===== src/rtl/cg_write_arbiter_if.sv =====
// Requester/bank bus of the round-robin write arbiter.
// master = requester side (drives req/d_in), slave = arbiter side.
interface cg_write_arbiter_if #(
  parameter int NUM_REQ = 4,
  parameter int WIDTH   = 8
) ();
  logic [NUM_REQ-1:0]       req;
  logic [NUM_REQ*WIDTH-1:0] d_in;
  logic [NUM_REQ-1:0]       gnt;
  logic                     en;
  logic [WIDTH-1:0]         d_out;
  logic                     cg_en;

  modport master (output req, d_in, input gnt, en, d_out, cg_en);
  modport slave  (input req, d_in, output gnt, en, d_out, cg_en);
endinterface


===== src/rtl/cg_write_arbiter.sv =====
// Round-robin write arbiter with idle clock gating of the shared register bank.
// Optional macro CG_STATS_EN adds the saturating sleep_cycles counter output.
module cg_write_arbiter #(
  parameter int NUM_REQ     = 4,
  parameter int WIDTH       = 8,
  parameter int IDLE_CYCLES = 4
) (
  input  logic clk,
  input  logic rst_n,
`ifdef CG_STATS_EN
  output logic [15:0] sleep_cycles,
`endif
  cg_write_arbiter_if.slave bus
);

  localparam int PW = (NUM_REQ > 1) ? $clog2(NUM_REQ) : 1;
  localparam int IW = $clog2(IDLE_CYCLES + 1);

  typedef enum logic [1:0] {SLEEP, WAKE, ACTIVE} state_t;

  state_t             state_q, state_d;
  logic [NUM_REQ-1:0] gnt_q, gnt_d;
  logic               en_q, en_d;
  logic [WIDTH-1:0]   d_out_q, d_out_d;
  logic               cg_en_q, cg_en_d;
  logic [IW-1:0]      idle_q, idle_d;
  logic [PW-1:0]      rr_ptr_q, rr_ptr_d;
`ifdef CG_STATS_EN
  logic [15:0]        sleep_cycles_q, sleep_cycles_d;
`endif

  logic [NUM_REQ-1:0] elig;
  logic               win_vld;
  logic [PW-1:0]      win_idx;

  // A requester still holding its grant is skipped, so a held REQ becomes a new write one cycle later.
  always_comb begin
    elig    = bus.req & ~gnt_q;
    win_vld = 1'b0;
    win_idx = rr_ptr_q;
    for (int k = 1; k <= NUM_REQ; k++) begin
      if (!win_vld && elig[(int'(rr_ptr_q) + k) % NUM_REQ]) begin
        win_vld = 1'b1;
        win_idx = PW'((int'(rr_ptr_q) + k) % NUM_REQ);
      end
    end
  end

  always_comb begin
    state_d  = state_q;
    gnt_d    = '0;
    en_d     = 1'b0;
    d_out_d  = d_out_q;
    cg_en_d  = cg_en_q;
    idle_d   = idle_q;
    rr_ptr_d = rr_ptr_q;
    unique case (state_q)
      SLEEP: begin
        cg_en_d = 1'b0;
        if (|bus.req) begin
          state_d = WAKE;
          cg_en_d = 1'b1;
        end
      end
      WAKE: begin
        state_d = ACTIVE;
        cg_en_d = 1'b1;
        idle_d  = '0;
      end
      ACTIVE: begin
        cg_en_d = 1'b1;
        if (!win_vld) begin
          // A request arriving on the expiring edge wins, so this branch only runs with no winner.
          if (idle_q == IW'(IDLE_CYCLES - 1)) begin
            state_d = SLEEP;
            cg_en_d = 1'b0;
            idle_d  = '0;
          end else begin
            idle_d = idle_q + IW'(1);
          end
        end else begin
          idle_d = '0;
        end
      end
      default: state_d = SLEEP;
    endcase

    if (win_vld && (state_q != SLEEP)) begin
      gnt_d    = NUM_REQ'(1) << win_idx;
      en_d     = 1'b1;
      d_out_d  = bus.d_in[int'(win_idx)*WIDTH +: WIDTH];
      rr_ptr_d = win_idx;
    end
  end

`ifdef CG_STATS_EN
  always_comb begin
    sleep_cycles_d = sleep_cycles_q;
    if (state_q == SLEEP && sleep_cycles_q != 16'hFFFF) begin
      sleep_cycles_d = sleep_cycles_q + 16'd1;
    end
  end
`endif

  always_ff @(posedge clk or negedge rst_n) begin
    if (!rst_n) begin
      state_q        <= SLEEP;
      gnt_q          <= '0;
      en_q           <= 1'b0;
      d_out_q        <= '0;
      cg_en_q        <= 1'b0;
      idle_q         <= '0;
      rr_ptr_q       <= PW'(NUM_REQ - 1);
`ifdef CG_STATS_EN
      sleep_cycles_q <= '0;
`endif
    end else begin
      state_q        <= state_d;
      gnt_q          <= gnt_d;
      en_q           <= en_d;
      d_out_q        <= d_out_d;
      cg_en_q        <= cg_en_d;
      idle_q         <= idle_d;
      rr_ptr_q       <= rr_ptr_d;
`ifdef CG_STATS_EN
      sleep_cycles_q <= sleep_cycles_d;
`endif
    end
  end

  assign bus.gnt   = gnt_q;
  assign bus.en    = en_q;
  assign bus.d_out = d_out_q;
  assign bus.cg_en = cg_en_q;
`ifdef CG_STATS_EN
  assign sleep_cycles = sleep_cycles_q;
`endif

endmodule


===== src/flat_wrapper.sv =====
// flat-port wrapper written by rule: the top's interface ports become plain ports
module cg_write_arbiter_flat 
#(
  parameter int NUM_REQ     = 4,
  parameter int WIDTH       = 8,
  parameter int IDLE_CYCLES = 4
)
  (clk, rst_n, bus_req, bus_d_in, bus_gnt, bus_en, bus_d_out, bus_cg_en);
  cg_write_arbiter_if #(.NUM_REQ(NUM_REQ), .WIDTH(WIDTH)) bus_i ();
  input  logic clk;
  input  logic rst_n;
  input wire logic [$bits(bus_i.req)-1:0] bus_req;
  input wire logic [$bits(bus_i.d_in)-1:0] bus_d_in;
  output wire logic [$bits(bus_i.gnt)-1:0] bus_gnt;
  output wire logic [$bits(bus_i.en)-1:0] bus_en;
  output wire logic [$bits(bus_i.d_out)-1:0] bus_d_out;
  output wire logic [$bits(bus_i.cg_en)-1:0] bus_cg_en;
  assign bus_i.req = bus_req;
  assign bus_i.d_in = bus_d_in;
  assign bus_gnt = bus_i.gnt;
  assign bus_en = bus_i.en;
  assign bus_d_out = bus_i.d_out;
  assign bus_cg_en = bus_i.cg_en;
  cg_write_arbiter #(.NUM_REQ(NUM_REQ), .WIDTH(WIDTH), .IDLE_CYCLES(IDLE_CYCLES)) u_core (.clk(clk), .rst_n(rst_n), .bus(bus_i));
endmodule

===== config.mk =====
export PLATFORM = sky130hd
export DESIGN_NAME = cg_write_arbiter_flat
export DESIGN_NICKNAME = d
export VERILOG_FILES = /design/src/rtl/cg_write_arbiter_if.sv /design/src/rtl/cg_write_arbiter.sv /design/src/flat_wrapper.sv
export SDC_FILE = /design/constraint.sdc
export NUM_CORES = 1
export LEC_CHECK = 0
export CORE_UTILIZATION = 48
export DETAILED_ROUTE_END_ITERATION = 8
export PLACE_DENSITY = 0.89
export RECOVER_POWER = 50
export SLEW_MARGIN = 5
export SYNTH_ARGS = -nofsm -noshare
export SYNTH_HDL_FRONTEND = slang
export SYNTH_SLANG_ARGS = --single-unit
export TNS_END_PERCENT = 5

===== constraint.sdc =====
create_clock -name clk -period 5.5 [get_ports clk]
set_clock_uncertainty 0.15 [all_clocks]
set_input_delay 0.55 -clock clk [delete_from_list [all_inputs] [get_ports clk]]
set_output_delay 0.55 -clock clk [all_outputs]
set_load 0.01 [all_outputs]

# [After elaboration in Yosys (flattened, before gate mapping)]
# Index checks and enable logic that the tools add are counted.
[op_classes] reduce_logical=17 muxes=33 n_lt_le_gt_ge=4 shift=2 bitwise=6 add_sub_neg=5 eq_ne=6
[op_table] cell="$shiftx 32x6->8" n=1
[op_table] cell="$lt 3x4->1 const B" n=4
[op_table] cell="$mux 1" n=16
[op_table] cell="$mux 2" n=7
[op_table] cell="$bmux 1 s2" n=4
[op_table] cell="$reduce_or 2->1" n=4
[op_table] cell="$mux 3" n=2
[op_table] cell="$pmux 2 s3" n=1
[op_table] cell="$pmux 3 s2" n=1
[op_table] cell="$add 2x1->2 const B" n=2
[op_table] cell="$add 2x2->2 const B" n=2
[op_table] cell="$and 1x1->1 const A" n=4
[op_table] cell="$and 4x4->4" n=1
[op_table] cell="$logic_and 1x1->1" n=4
[op_table] cell="$mux 4" n=1
[op_table] cell="$ne 2x1->1 const B" n=2
[op_table] cell="$not 4->4" n=1
[op_table] cell="$reduce_bool 2->1" n=2
[op_table] cell="$reduce_or 4->1" n=1
[op_table] cell="$shl 1x2->4 const A" n=1
[op_table] cell="$add 3x1->3 const B" n=1
[op_table] cell="$eq 3x2->1 const B" n=1
[op_table] cell="$logic_not 1->1" n=3
[op_table] cell="$pmux 1 s3" n=1
[op_table] cell="other kinds (6)" n=6
[word_totals] register_bits=21 inputBits=38 word_cells=80 out_inout_bits=14

# [Longest topological paths before layout]
[depth] ltp_word=18 ltp_mapped=7

# [Worst setup path after synthesis]
# No wires, ideal clock.
[synth_timing] path_kind="input to register" from="in bus_req[3]" to="reg u_core.d_out_q[2], in the netlist u_core.bus.d_out[2]" setup_ns=0.126 cell_stages=6 path_buffers=1 slack_ns=3.440 arrival_ns=1.784 required_time_ns=5.224 path_cell_list="nor3b_2 > a21oi_1 > o211ai_2 > buf_6 > mux2_2 > a221o_1"
[synth_between] elab_chain_len=15 elab_cells_between_ends=29 cone_classes="shift: 1; mux: 20; bitwise: 1; reduce/logical: 7"
[synth_rtl] item="start, declared" line_no="flat_wrapper.sv:12" rtl="input wire logic [$bits(bus_i.req)-1:0] bus_req;"
[synth_rtl] item="$and 4x4->4 (*)" line_no="cg_write_arbiter.sv:38" rtl="elig = bus.req & ~gnt_q;"
[synth_rtl] item="$bmux 1 s2" line_no="cg_write_arbiter.sv:42" rtl="if (!win_vld && elig[(int'(rr_ptr_q) + k) % NUM_REQ]) begin"
[synth_rtl] item="$mux 1 (implied by the code) (2 in series)" line_no="cg_write_arbiter.sv:42"
[synth_rtl] item="$mux 1" line_no="cg_write_arbiter.sv:42"
[synth_rtl] item="$logic_not 1->1" line_no="cg_write_arbiter.sv:42"
[synth_rtl] item="$logic_and 1x1->1" line_no="cg_write_arbiter.sv:42"
[synth_rtl] item="$mux 1" line_no="cg_write_arbiter.sv:42"
[synth_rtl] item="$logic_not 1->1" line_no="cg_write_arbiter.sv:42"
[synth_rtl] item="$logic_and 1x1->1" line_no="cg_write_arbiter.sv:42"
[synth_rtl] item="$mux 1" line_no="cg_write_arbiter.sv:42"
[synth_rtl] item="$logic_not 1->1" line_no="cg_write_arbiter.sv:42"
[synth_rtl] item="$logic_and 1x1->1" line_no="cg_write_arbiter.sv:42"
[synth_rtl] item="$mux 2 or $mux 1 (tied branches)" line_no="cg_write_arbiter.sv:42"
[synth_rtl] item="$shiftx 32x6->8 or $logic_and 1x1->1 (tied branches)" line_no="cg_write_arbiter.sv:91, cg_write_arbiter.sv:88"
[synth_rtl] item="end signal, assigned" line_no="cg_write_arbiter.sv:121" rtl="d_out_q <= d_out_d;"
[synth_rtl] item="end, declared" line_no="cg_write_arbiter.sv:24" rtl="logic [WIDTH-1:0] d_out_q, d_out_d;"
# Mark *: on every way between the ends. The rest lies on a longest branch, timed or not. The select of a mux whose other input is x is not followed.
# A chain may end at the register's enable or synchronous reset.

# [Worst setup path after layout]
# Same ends and word-level chain as after synthesis.

==> impl_metrics.json <==
{
  "status": "completed",
  "ys_types": 49,
  "cts_inserted_buffers": 3,
  "fillerInstances": 221,
  "cts_sinks": 21,
  "cts_hold_buf": 0,
  "setup.worst_path.start_class": "input port",
  "dieArea_um2": 3210,
  "met3_usage_pct": 3.69,
  "clock_path_buffers": 2,
  "crit_type": "in2reg",
  "ys_async_sr_fraction_pct": 100,
  "worst-r2r-cell-count": 4,
  "fin_cells": 217,
  "routabilityCongestion": 0.836,
  "pin_count": 52,
  "tritoncts": "done",
  "synthCells": 137,
  "ctsHtreeMaxLevel": 1,
  "antenna_found_initial": 0,
  "first_global_vias": 1358,
  "setup-tns-final_ps": 0,
  "syn_avg_cell_area_um2": 10.5,
  "drv_slew": 0,
  "critical_path.max_fanout": 19,
  "ys_seq_area_share_pct": 36.8,
  "powerDensity_nw_per_um2": 473,
  "endpoint_kind": "flop",
  "dr.pass1.iters": 4,
  "r2r-end": "u_core.bus.d_out[2]$_DFFE_PN0P_",
  "synthToLayoutAreaGrowth_pct": 36.1,
  "die_x_um": 56.7,
  "met1_usage_pct": 26.7,
  "place.port_buffers": 51,
  "fmaxAchievable_mhz": 336,
  "grt.busiest_layer": "met2",
  "fin_area_um2": 1950,
  "clock_latency_ps": 310,
  "vias": 1277,
  "drcViolationCount": 0,
  "setup_viol": 0,
  "hpwl_mm": 2.64,
  "whs_path_depth": 1,
  "finalCritPeriodShare_pct": 54.1,
  "core-area_um2": 2780,
  "min_from": "u_core.idle_q[2]$_DFFE_PN0N_",
  "antenna-diode-count": 0,
  "fin_nets": 230,
  "drv_cap": 0,
  "yosys-top-cells-area": "dfrtp_1 (33%), mux2i_1 (9.8%), ha_1 (4.4%), a221oi_1 (4.3%), dfstp_2 (3.7%)",
  "worstMarginPinSlew_ps": 1070,
  "synth-edff-count": 0,
  "layout-drive-gt1-share_pct": 9.68,
  "synth_top_flop_cell": "dfrtp_1",
  "antenna_left": 0,
  "cts_resized": 0,
  "hold_path_end": "u_core.idle_q[2]$_DFFE_PN0N_",
  "required_ps": 5550,
  "wirelength_mm": 3.39,
  "r2r-start": "u_core.rr_ptr_q[0]$_DFFE_PN1P_",
  "drt_iter0_markers": 37,
  "synth_largest_area_cell": "dfrtp_1",
  "use_met2_pct": 39.7,
  "grt_pass1_wl_mm": 5.72,
  "final_util_pct": 70.2,
  "clkTransAtPathRegs_ps": 110,
  "ys_seq_elements": 21,
  "synth_common_cells": "dfrtp_1 (19), mux2i_1 (14), nand2_1 (9), nor2_1 (8), a221oi_1 (7)",
  "synth_area_um2": 1430,
  "wl_per_cell_um": 15.6,
  "min_period_ps": 2980,
  "root_buffer": "clkbuf_4",
  "grt_overflow": 0,
  "r2r_slack_ps": 2810,
  "grt_max_degree": 22,
  "p_leak_nw": 0.828,
  "viasPerCell": 5.88,
  "relSlewSlack_pct": 28.2,
  "place_area_um2": 1930,
  "synth_top_area_share_pct": 33.2,
  "chipHeight_um": 56.7,
  "hold_viol": 0,
  "synth_nets": 180,
  "ir_drop_mv": 0.286,
  "synth.most_common_cell": "dfrtp_1",
  "std_cell_rows": 19,
  "placedCellCount": 213,
  "grt_setup_unrepaired": "false",
  "hp-class": "reg2reg",
  "post-cts-setup-buffer-count": 0,
  "grt_util_all_layers_pct": 22.9,
  "yosys_warnings": 0,
  "start_util_pct": 51.6,
  "arrival_ps": 3030
}
-- sequential cells by signal (all words and copies together) (netlist names) --
| signal | flops |
|---|---|
| u_core.bus.d_out | 8 |
| u_core.bus.gnt | 4 |
| u_core.idle_q | 3 |
| u_core.rr_ptr_q | 2 |
| u_core.state_q | 2 |
| u_core.bus.cg_en | 1 |
| u_core.bus.en | 1 |
-- cell type report --
cell class	count	area, um2	area share [%]
Multi-Input combinational cell	104	826	42.3
Sequential cell	21	528	27.1
Timing Repair Buffer	51	510	26.2
Tap cell	31	38.8	1.99
Clock buffer	4	26.3	1.35
Inverter	6	22.5	1.15
-- routing by layer --
metal | up-vias | share of wire [%]
met5 | - | 0
met4 | 0 | 1.3
met3 | 5 | 7.1
met2 | 56 | 51
met1 | 602 | 41
li1 | 614 | -
-- cells by family (layout without fill, tap and decap cells) --
| logic type | Yosys count | after routing | share of synthesized area (%) |
|---|---|---|---|
| and+or+nand+nor | 44 | 44 | 19.0 |
| muxes | 17 | 17 | 12.1 |
| buffers and inverters | 12 | 61 | 5.58 |
| adders and majority gates | 5 | 5 | 4.36 |
| AOI/OAI and AO/OA | 37 | 37 | 21.5 |
| DFF | 21 | 21 | 36.8 |
| xor gates and xnor gates | 1 | 1 | 0.611 |
-- metrics by stage --
step                power [mW]  setup slack [ps]  hold WS [ps]
global placement         0.830              2300           310
floorplan                0.695              3440           104
CTS                      0.937              2520           343
detailed placement       0.860              2180           316
global route             0.995              2380           385
finish                   0.923              2520           339
-- worst max-delay path by stage --
stage | startpoint | to | slack [ps] | depth (start not counted)
after floorplan | bus_req[3] | u_core.bus.d_out[2]$_DFFE_PN0P_ | 3440 | 6
after global placement | bus_req[3] | u_core.bus.d_out[2]$_DFFE_PN0P_ | 2300 | 6
after detailed placement | bus_req[3] | u_core.bus.d_out[2]$_DFFE_PN0P_ | 2180 | 6
after CTS | bus_req[3] | u_core.bus.d_out[2]$_DFFE_PN0P_ | 2520 | 6
after global routing | bus_req[3] | u_core.bus.d_out[2]$_DFFE_PN0P_ | 2380 | 6
final | bus_req[3] | u_core.bus.d_out[2]$_DFFE_PN0P_ | 2520 | 6
-- report_power, final --
group	total (mW)	internal [mW]	switching, mW
logic	0.558	0.283	0.275
clock network	0.0756	0.0284	0.0472
registers	0.290	0.224	0.0660
-- critical path, cell delays in order --
cell and delay, ps:
clkdlybuf4s50_1 520, nor3b_2 300, a21oi_1 80, o211ai_2 840, mux2_2 420, a221o_1 300
-- cell usage in the layout (no fill, tap or decap), types with 2 or more instances in the layout --
cell,instances
mux2i_1,14
dlygate4sd3_1,7
clkdlybuf4s50_1,44
ha_1,5
and2_1,4
nand2_1,9
inv_1,4
o21ai_0,4
a221oi_1,7
a221o_1,4
nand2b_1,4
dfstp_2,2
mux2_1,2
a21oi_1,4
o22ai_1,2
nor2_1,8
o311ai_1,2
dfrtp_1,19
and2b_2,3
nor4_1,3
o21a_1,2
o2bb2ai_1,2
clkbuf_4,3
nor2b_1,2
(Power assumes the default switching activity.)
